`src/rtl/apb4_cmd_master.sv`:
```
// Single-outstanding command-to-APB4 bridge: one request in, one APB transfer,
// one response out, with an optional bound on slave wait states.
module apb4_cmd_master #(
  parameter int ADDR_WIDTH = 32,
  parameter int DATA_WIDTH = 32,
  parameter int TIMEOUT    = 16
) (
  input  logic                    pclk,
  input  logic                    preset,
  input  logic                    cmd_valid,
  output logic                    cmd_ready,
  input  logic                    cmd_write,
  input  logic [ADDR_WIDTH-1:0]   cmd_addr,
  input  logic [DATA_WIDTH-1:0]   cmd_wdata,
  input  logic [DATA_WIDTH/8-1:0] cmd_strb,
  input  logic [2:0]              cmd_prot,
  output logic                    rsp_valid,
  input  logic                    rsp_ready,
  output logic [DATA_WIDTH-1:0]   rsp_rdata,
  output logic                    rsp_err,
  output logic                    rsp_timeout,
  output logic [ADDR_WIDTH-1:0]   paddr,
  output logic                    psel,
  output logic                    penable,
  output logic                    pwrite,
  output logic [DATA_WIDTH-1:0]   pwdata,
  output logic [DATA_WIDTH/8-1:0] pstrb,
  output logic [2:0]              pprot,
  input  logic                    pready,
  input  logic [DATA_WIDTH-1:0]   prdata,
  input  logic                    pslverr
);

  localparam logic [1:0] S_IDLE   = 2'd0;
  localparam logic [1:0] S_SETUP  = 2'd1;
  localparam logic [1:0] S_ACCESS = 2'd2;
  localparam logic [1:0] S_RESP   = 2'd3;

  // A zero-width counter is illegal, so TIMEOUT=0 still gets one (unused) bit.
  localparam int              CW   = (TIMEOUT > 0) ? $clog2(TIMEOUT + 1) : 1;
  localparam logic [CW-1:0]   TMAX = CW'((TIMEOUT > 0) ? TIMEOUT - 1 : 0);

  logic [1:0]              r_state;
  logic [CW-1:0]           r_cnt;
  logic                    r_psel, r_penable, r_pwrite;
  logic [ADDR_WIDTH-1:0]   r_paddr;
  logic [DATA_WIDTH-1:0]   r_pwdata;
  logic [DATA_WIDTH/8-1:0] r_pstrb;
  logic [2:0]              r_pprot;
  logic                    r_rsp_valid, r_rsp_err, r_rsp_timeout;
  logic [DATA_WIDTH-1:0]   r_rsp_rdata;
  logic                    w_timeout;

  assign w_timeout = (TIMEOUT > 0) && (r_cnt == TMAX);
  assign cmd_ready = (r_state == S_IDLE) && !preset;

  always_ff @(posedge pclk) begin
    if (preset) begin
      r_state       <= S_IDLE;
      r_cnt         <= '0;
      r_psel        <= 1'b0;
      r_penable     <= 1'b0;
      r_pwrite      <= 1'b0;
      r_paddr       <= '0;
      r_pwdata      <= '0;
      r_pstrb       <= '0;
      r_pprot       <= '0;
      r_rsp_valid   <= 1'b0;
      r_rsp_rdata   <= '0;
      r_rsp_err     <= 1'b0;
      r_rsp_timeout <= 1'b0;
    end else begin
      case (r_state)
        S_IDLE: begin
          if (cmd_valid) begin
            r_paddr  <= cmd_addr;
            r_pwrite <= cmd_write;
            r_pwdata <= cmd_wdata;
            r_pstrb  <= cmd_write ? cmd_strb : '0;
            r_pprot  <= cmd_prot;
            r_psel   <= 1'b1;
            r_cnt    <= '0;
            r_state  <= S_SETUP;
          end
        end
        S_SETUP: begin
          r_penable <= 1'b1;
          r_state   <= S_ACCESS;
        end
        S_ACCESS: begin
          if (pready) begin
            r_rsp_rdata   <= r_pwrite ? '0 : prdata;
            r_rsp_err     <= pslverr;
            r_rsp_timeout <= 1'b0;
            r_rsp_valid   <= 1'b1;
            r_psel        <= 1'b0;
            r_penable     <= 1'b0;
            r_state       <= S_RESP;
          end else if (w_timeout) begin
            r_rsp_rdata   <= '0;
            r_rsp_err     <= 1'b1;
            r_rsp_timeout <= 1'b1;
            r_rsp_valid   <= 1'b1;
            r_psel        <= 1'b0;
            r_penable     <= 1'b0;
            r_state       <= S_RESP;
          end else begin
            r_cnt <= r_cnt + 1'b1;
          end
        end
        default: begin
          if (rsp_ready) begin
            r_rsp_valid <= 1'b0;
            r_state     <= S_IDLE;
          end
        end
      endcase
    end
  end

  assign psel        = r_psel;
  assign penable     = r_penable;
  assign pwrite      = r_pwrite;
  assign paddr       = r_paddr;
  assign pwdata      = r_pwdata;
  assign pstrb       = r_pstrb;
  assign pprot       = r_pprot;
  assign rsp_valid   = r_rsp_valid;
  assign rsp_rdata   = r_rsp_rdata;
  assign rsp_err     = r_rsp_err;
  assign rsp_timeout = r_rsp_timeout;

endmodule

```
`config.mk`:
```
export PLATFORM = sky130hd
export DESIGN_NAME = apb4_cmd_master
export DESIGN_NICKNAME = d
export VERILOG_FILES = /design/src/rtl/apb4_cmd_master.sv
export SDC_FILE = /design/constraint.sdc
export NUM_CORES = 1
export LEC_CHECK = 0
export ABC_AREA = 1
export BUFFER_PORTS_ARGS = -buffer_cell sky130_fd_sc_hd__buf_2
export CAP_MARGIN = 20
export CORE_ASPECT_RATIO = 0.7
export CORE_MARGIN = 2
export CORE_UTILIZATION = 45
export DETAILED_ROUTE_END_ITERATION = 8
export HOLD_SLACK_MARGIN = 0.05
export PLACE_DENSITY = 0.79
export REMOVE_ABC_BUFFERS = 1
export SYNTH_ARGS = -nofsm -noshare
export SYNTH_HDL_FRONTEND = slang
export SYNTH_SLANG_ARGS = --single-unit
export TNS_END_PERCENT = 20
```
`constraint.sdc`:
```
create_clock -name pclk -period 2.1 [get_ports pclk]
set_input_delay 0.315 -clock pclk [delete_from_list [all_inputs] [get_ports pclk]]
set_output_delay 0.315 -clock pclk [all_outputs]
set_load 0.02 [all_outputs]
```
==> qor.txt, run 1 <==
unrepaired setup endpoints after global routing -> false
PD cells -> 1325 mW/mm²
fin crit share -> 0.8422
final net count -> 880
first-pass GRT wire length -> 18180 µm
Setup WS pre-CTS -> 0.3442 ns
post-CTS setup buffer count -> 0
setup slack, reg-to-reg -> 0.33 ns
number of I/O pins -> 220
Worst R2R Start -> r_cnt[0]
hold path depth -> 3
top-count cell post-synth -> nor2_1
Synth cell types -> 21
port buffer count -> 219
Starting DRT DRC Count -> 240
hold worst-path end -> rsp_rdata[19]
Seq/Total Area, Yosys -> 0.5317
ys async rst share -> 0
largest net degree at the start of global routing -> 60
H-Tree Depth -> 4
Leak Pwr -> 3.082 nW
data arrival time of the critical path -> 2.06 ns
total grt overflow -> 0
max-slew violation count -> 0
Layout area overhead -> 37.47%
DRT Wirelength -> 11710 µm
crit path max fanout -> 31
DR WL/cell -> 12.93 µm
setup_tns -> 0 ns
status -> complete, no violations
CTS tree -> built
Core Area -> 0.009572 mm²
Clk Tree Root Cell -> clkbuf_16
Req. time, crit path -> 2.39 ns
die width -> 121.8 µm
layout cells sized above 1 -> 0.3483
#FFs+latches synth -> 116
dpl cells -> 874
CTS Hold Buffers Added -> 0
Crit Path Class -> flip-flop to flip-flop
largest area contributor in the netlist -> dfxtp_1
antenna violations before repair -> 0
Mapped Cells -> 555
post-DP HPWL -> 8425 µm
Synth area leaders -> dfxtp_1 53%, nor2_1 13%, nand3_1 8.0%
Max-slew headroom -> 0.6180
Worst Max-Slew Pin Slew -> 0.5730 ns
Vias -> 4403
Die Ht -> 86.43 µm
Num CTS Buffers -> 17
Yosys top cell area share -> 0.5317
ys flop type -> dfxtp_1
post-synthesis cell area -> 0.004368 mm²
Avg Cell Area, Syn -> 7.870 µm²
GR Util All Layers -> 0.2162
Pre-antenna DRT Iters -> 4
Final Non-Filler Cells -> 906
Worst Hold Class -> primary input to flip-flop
post_cts resized -> 0
crit end category -> flip-flop
Fin. Hold Viols -> 0
number of enable flip-flop cells after synthesis -> 0
Worst Clk Skew -> 0.01049 ns
DRC viols -> 0
# rows -> 30
Reg clk slew, reported paths -> 0.06 ns
Synth Warn # -> 0
Post-synth top cells -> 151 x nor2_1, 116 x dfxtp_1, 70 x nand3_1, 66 x o21ai_1, 65 x nand2_1
worst skew pair latency -> 0.40 ns
Final ANT Viol Nets -> 0
total power -> 0.007954 W
die area -> 0.01052 mm²
PnR worst setup slack -> 0.3314 ns
Hold Crit Start -> prdata[19]
CTS Sinks -> 116
worst vdd ir -> 0.6896 mV
Vias/cell -> 4.860
reg2reg end -> r_cnt[4]
endpoints failing setup -> 0
Clock Path Buffers -> 2
CP Launch Type -> flip-flop
Antenna Cells -> 0
min Tclk post-route -> 1.769 ns
Reg2Reg Depth -> 11
Max Cap Viol -> 0
vias in the first global route -> 3936
Placer Congestion -> 0.8210
Starting Density -> 0.4563
fmax -> 0.5654 GHz
-- kinds of logic after synthesis --
group,Yosys count,share of synthesized area
simple gates,295,0.2793
flops,116,0.5317
compound gates,84,0.09797
buf+inv,55,0.07677
fa+ha+maj,5,0.01432
-- metal layers --
layer  share of wire  wire [µm]  global-route usage
met5               0          0                   0
met1            0.44       5109              0.2654
met4          0.0099        116             0.06583
met2            0.48       5671              0.3723
met3           0.070        814             0.05987
-- cell usage in the layout (no fill, tap or decap), types with 6 or more instances in the layout --
master      count
buf_4           8
dfxtp_1       116
clkbuf_16      17
nand3_1        70
inv_1          14
a21oi_1        12
nor2_1        151
o21ai_1        66
clkinvlp_4      6
buf_2         219
nand2_1        65
-- cell type report --
| cell class | count | area, µm² |
|---|---|---|
| multi-input combinational | 384 | 1710 |
| tap | 128 | 160.2 |
| inverter | 18 | 67.56 |
| fill | 882 | 3567 |
| clock inverter | 14 | 138.9 |
| clock buffer | 18 | 429.2 |
| timing repair buffer | 228 | 1176 |
| sequential | 116 | 2322 |
-- through the flow --
stage                     hold WS [ns]  area [µm²]  utilization
after global placement          0.4479        5436       0.5680
after global routing            0.1357        6005       0.6273
after CTS                       0.1286        6005       0.6273
final                           0.1451        6005       0.6273
after floorplan                 0.3774        4100            -
after detailed placement        0.4501        5436       0.5680
-- worst max-delay path: stages, from the launching register on --
cell and delay, ns:
dfxtp_1 0.33, ha_1 0.22, nand2_1 0.09, nor2_1 0.05, ha_1 0.21, nand2_1 0.09, nand2_2 0.10, inv_2 0.12
buf_12 0.19, nand2_2 0.08, o21ai_0 0.14, nor2_1 0.05
-- sequential cells by signal, indices dropped and copies added, names as in the netlist --
name         cells
pstrb            4
r_state          2
rsp_err          1
paddr           32
pprot            3
rsp_rdata       32
r_cnt            5
rsp_timeout      1
rsp_valid        1
pwrite           1
penable          1
pwdata          32
psel             1
-- power by group --
| part | internal (W) | leakage (nW) | switching [W] |
|---|---|---|---|
| logic | 0.000770 | 1.87 | 0.00161 |
| clock network | 0.00173 | 0.263 | 0.000991 |
| registers | 0.00263 | 0.953 | 0.000216 |
| total | 0.00514 | 3.08 | 0.00282 |
-- how the worst max path moves through the flow --
stage	start	endpoint	slack (ns)	cells past startpoint
after CTS	r_cnt[0]	r_cnt[4]	0.33	11
after global placement	r_cnt[0]	r_cnt[4]	0.42	11
after detailed placement	r_cnt[0]	r_cnt[4]	0.34	11
after global routing	r_cnt[1]	r_cnt[3]	0.18	12
after floorplan	r_state[0]	r_cnt[0]	-0.39	7
final	r_cnt[0]	r_cnt[4]	0.33	11
Power figures use the tool's default switching activity.
==> run 2: changes to the inputs <==
--- a/config.mk
+++ b/config.mk
@@ -5,12 +5,12 @@
 export SDC_FILE = /design/constraint.sdc
 export NUM_CORES = 1
 export LEC_CHECK = 0
-export ABC_AREA = 1
+export ABC_AREA = 0
 export BUFFER_PORTS_ARGS = -buffer_cell sky130_fd_sc_hd__buf_2
 export CAP_MARGIN = 20
 export CORE_ASPECT_RATIO = 0.7
 export CORE_MARGIN = 2
-export CORE_UTILIZATION = 45
+export CORE_UTILIZATION = 44
 export DETAILED_ROUTE_END_ITERATION = 8
 export HOLD_SLACK_MARGIN = 0.05
 export PLACE_DENSITY = 0.79
==> constraint.sdc (replaced) <==
create_clock -name pclk -period 1.7 [get_ports pclk]
set_input_delay 0.255 -clock pclk [delete_from_list [all_inputs] [get_ports pclk]]
set_output_delay 0.255 -clock pclk [all_outputs]
set_load 0.02 [all_outputs]
==> run 2 against run 1 <==
The flow now finishes with violations (setup timing). Via count is 6.8% lower. First-iteration DRC count grew 12%. Clock-buffer cell count unchanged. Power grew 24%. Combinational power grew 26%. Clock power increased by 28%. Die area fell by 4.7%. Sequential power up 19%. Register-to-register slack got worse by 0.46 ns. Clock skew fell by 0.0037 ns. Final area is 2.3% higher.
==> qor.txt, run 2 <==
largest area contributor in the netlist -> dfxtp_1
Synth cell types -> 31
Pre-antenna DRT Iters -> 4
Clock Path Buffers -> 2
Starting Density -> 0.4497
crit path max fanout -> 4
Setup crit end -> r_cnt[4]
Clk Tree Root Cell -> clkbuf_16
Fin. Hold Viols -> 0
final net count -> 803
GR Util All Layers -> 0.2358
number of enable flip-flop cells after synthesis -> 0
status -> finished with violations
port buffer count -> 219
Slowest-stage cell, CP -> or4_4
Layout area overhead -> 51.22%
Synth Warn # -> 0
DP Area -> 0.005393 mm²
Post-synth top cells -> 142 x nand2_1, 116 x dfxtp_1, 77 x a21oi_1, 32 x a22o_1, 18 x clkbuf_1
DR WL/cell -> 14.47 µm
Max-slew headroom -> 0.7192
DRT Wirelength -> 11930 µm
cell repeated most along the worst path -> ha_4
antenna violations before repair -> 0
top-count cell post-synth -> nand2_1
reg2reg end -> r_cnt[4]
Final Instance Area -> 0.006143 mm²
Synth area leaders -> dfxtp_1 57%, nand2_1 13%, a21oi_1 9.5%
# rows -> 29
post-DP HPWL -> 8229 µm
#FFs+latches synth -> 116
setup slack, reg-to-reg -> -0.13 ns
total grt overflow -> 0
max-slew violation count -> 0
Num CTS Buffers -> 17
Critical Path, Cell by Cell -> ha_4, and3_4, ha_4, o21a_4, buf_6, or4_4, a21oi_2
first-pass GRT wire length -> 18830 µm
fin crit share -> 1.076
worst vdd ir -> 0.9835 mV
Max Cap Viol -> 0
Reg2Reg Depth -> 7
end-of-flow core utilization -> 0.6800
violated checks -> setup timing
Reg clk slew, reported paths -> 0.06 ns
die area -> 0.01003 mm²
ys async rst share -> 0
Mapped Cells -> 457
family with the most delay on the worst path -> simple AND/OR/NAND/NOR gates
Vias/cell -> 4.976
crit end category -> flip-flop
Worst Hold Class -> primary input to flip-flop
Placer Congestion -> 0.8115
Worst Path Buf+Inv -> 1
Worst path depth -> 7
post-synthesis cell area -> 0.004063 mm²
vias in the first global route -> 3927
PnR worst setup slack -> -0.1299 ns
Setup crit start -> r_cnt[1]
Crit Path Class -> flip-flop to flip-flop
Die Ht -> 84.40 µm
unrepaired setup endpoints after global routing -> true
Core Area -> 0.009035 mm²
min Tclk post-route -> 1.830 ns
Setup WS pre-CTS -> -0.2609 ns
worst skew pair latency -> 0.41 ns
Leak Pwr -> 2.895 nW
endpoints failing setup -> 37
Starting DRT DRC Count -> 268
Worst R2R Start -> r_cnt[1]
Max stage delay on crit path -> 0.48 ns
PD cells -> 1612 mW/mm²
most frequent cells in the layout -> 218 x buf_2, 141 x nand2_1, 112 x dfxtp_1, 76 x a21oi_1, 32 x a22o_1
CP Launch Type -> flip-flop
Req. time, crit path -> 2.04 ns
largest net degree at the start of global routing -> 73
fmax -> 0.5465 GHz
die width -> 118.9 µm
Vias -> 4105
data arrival time of the critical path -> 2.17 ns
Antenna Cells -> 0
setup_tns -> -1.088 ns
Worst Clk Skew -> 0.006789 ns
layout cells sized above 1 -> 0.4280
Worst Max-Slew Pin Slew -> 0.4213 ns
H-Tree Depth -> 4
DRC viols -> 0
CTS Sinks -> 116
Seq/Total Area, Yosys -> 0.5716
Avg Cell Area, Syn -> 8.890 µm²
CTS tree -> built
ys flop type -> dfxtp_1
Final ANT Viol Nets -> 0
Yosys top cell area share -> 0.5716
number of I/O pins -> 220
commonest non-fill, non-tap cell in the layout -> buf_2
run 2: power breakdown:
part	leakage, nW	switching, W	internal (W)	total, W
logic	1.68	0.00182	0.00118	0.00301
clock network	0.271	0.00129	0.00220	0.00349
registers	0.948	0.000223	0.00318	0.00340
total	2.90	0.00334	0.00656	0.00990
run 2: kinds of logic after synthesis:
| logic type | synth area share |
|---|---|
| compound gates | 0.1903 |
| fa+ha+maj | 0.01540 |
| buf+inv | 0.04127 |
| flops | 0.5716 |
| mux | 0.005851 |
| simple gates | 0.1755 |
run 2: cell type report:
class / instances / area, µm²
Clock buffer: 18 / 439.2
Clock inverter: 14 / 153.9
Fill cell: 705 / 2892
Inverter: 6 / 22.52
Multi-Input combinational cell: 302 / 1670
Sequential cell: 116 / 2327
Tap cell: 124 / 155.1
Timing Repair Buffer: 245 / 1375
run 2: per-stage QoR:
step           hold WS (ns)  instances  power, W
6_report            0.06313        825  0.009900
3_3_place_gp         0.4376        787  0.006184
4_1_cts             0.05218        823  0.009873
5_1_grt             0.05200        825   0.01040
2_1_floorplan        0.3212        424  0.005063
3_5_place_dp         0.4445        787  0.006275
run 2: layer usage:
metal,GRT usage,up-vias,routed length (µm)
met4,0.09199,0,289
met5,0,-,0
met1,0.2767,1892,4888
met3,0.07541,26,753
li1,-,2020,-
met2,0.4039,167,6003
run 2: worst min-delay path by stage:
stage	startpoint	endpoint	slack [ns]	cells past startpoint
after floorplan	preset	r_cnt[3]	0.32	1
after global placement	pwdata[28]	pwdata[28]	0.44	2
after detailed placement	pwdata[23]	pwdata[23]	0.44	2
after CTS	prdata[21]	rsp_rdata[21]	0.05	2
after global routing	prdata[11]	rsp_rdata[11]	0.05	2
final	prdata[22]	rsp_rdata[22]	0.06	2
run 2: repair_timing:
| action | CTS | global route |
|---|---|---|
| endpoints found under the setup margin | 42 | 41 |
| hold buffers | 2 | 1 |
| endpoints found under the hold margin | 2 | 1 |
| pin swaps | 9 | 7 |
| resized for setup | 16 | 10 |
| setup buffers | 2 | 1 |
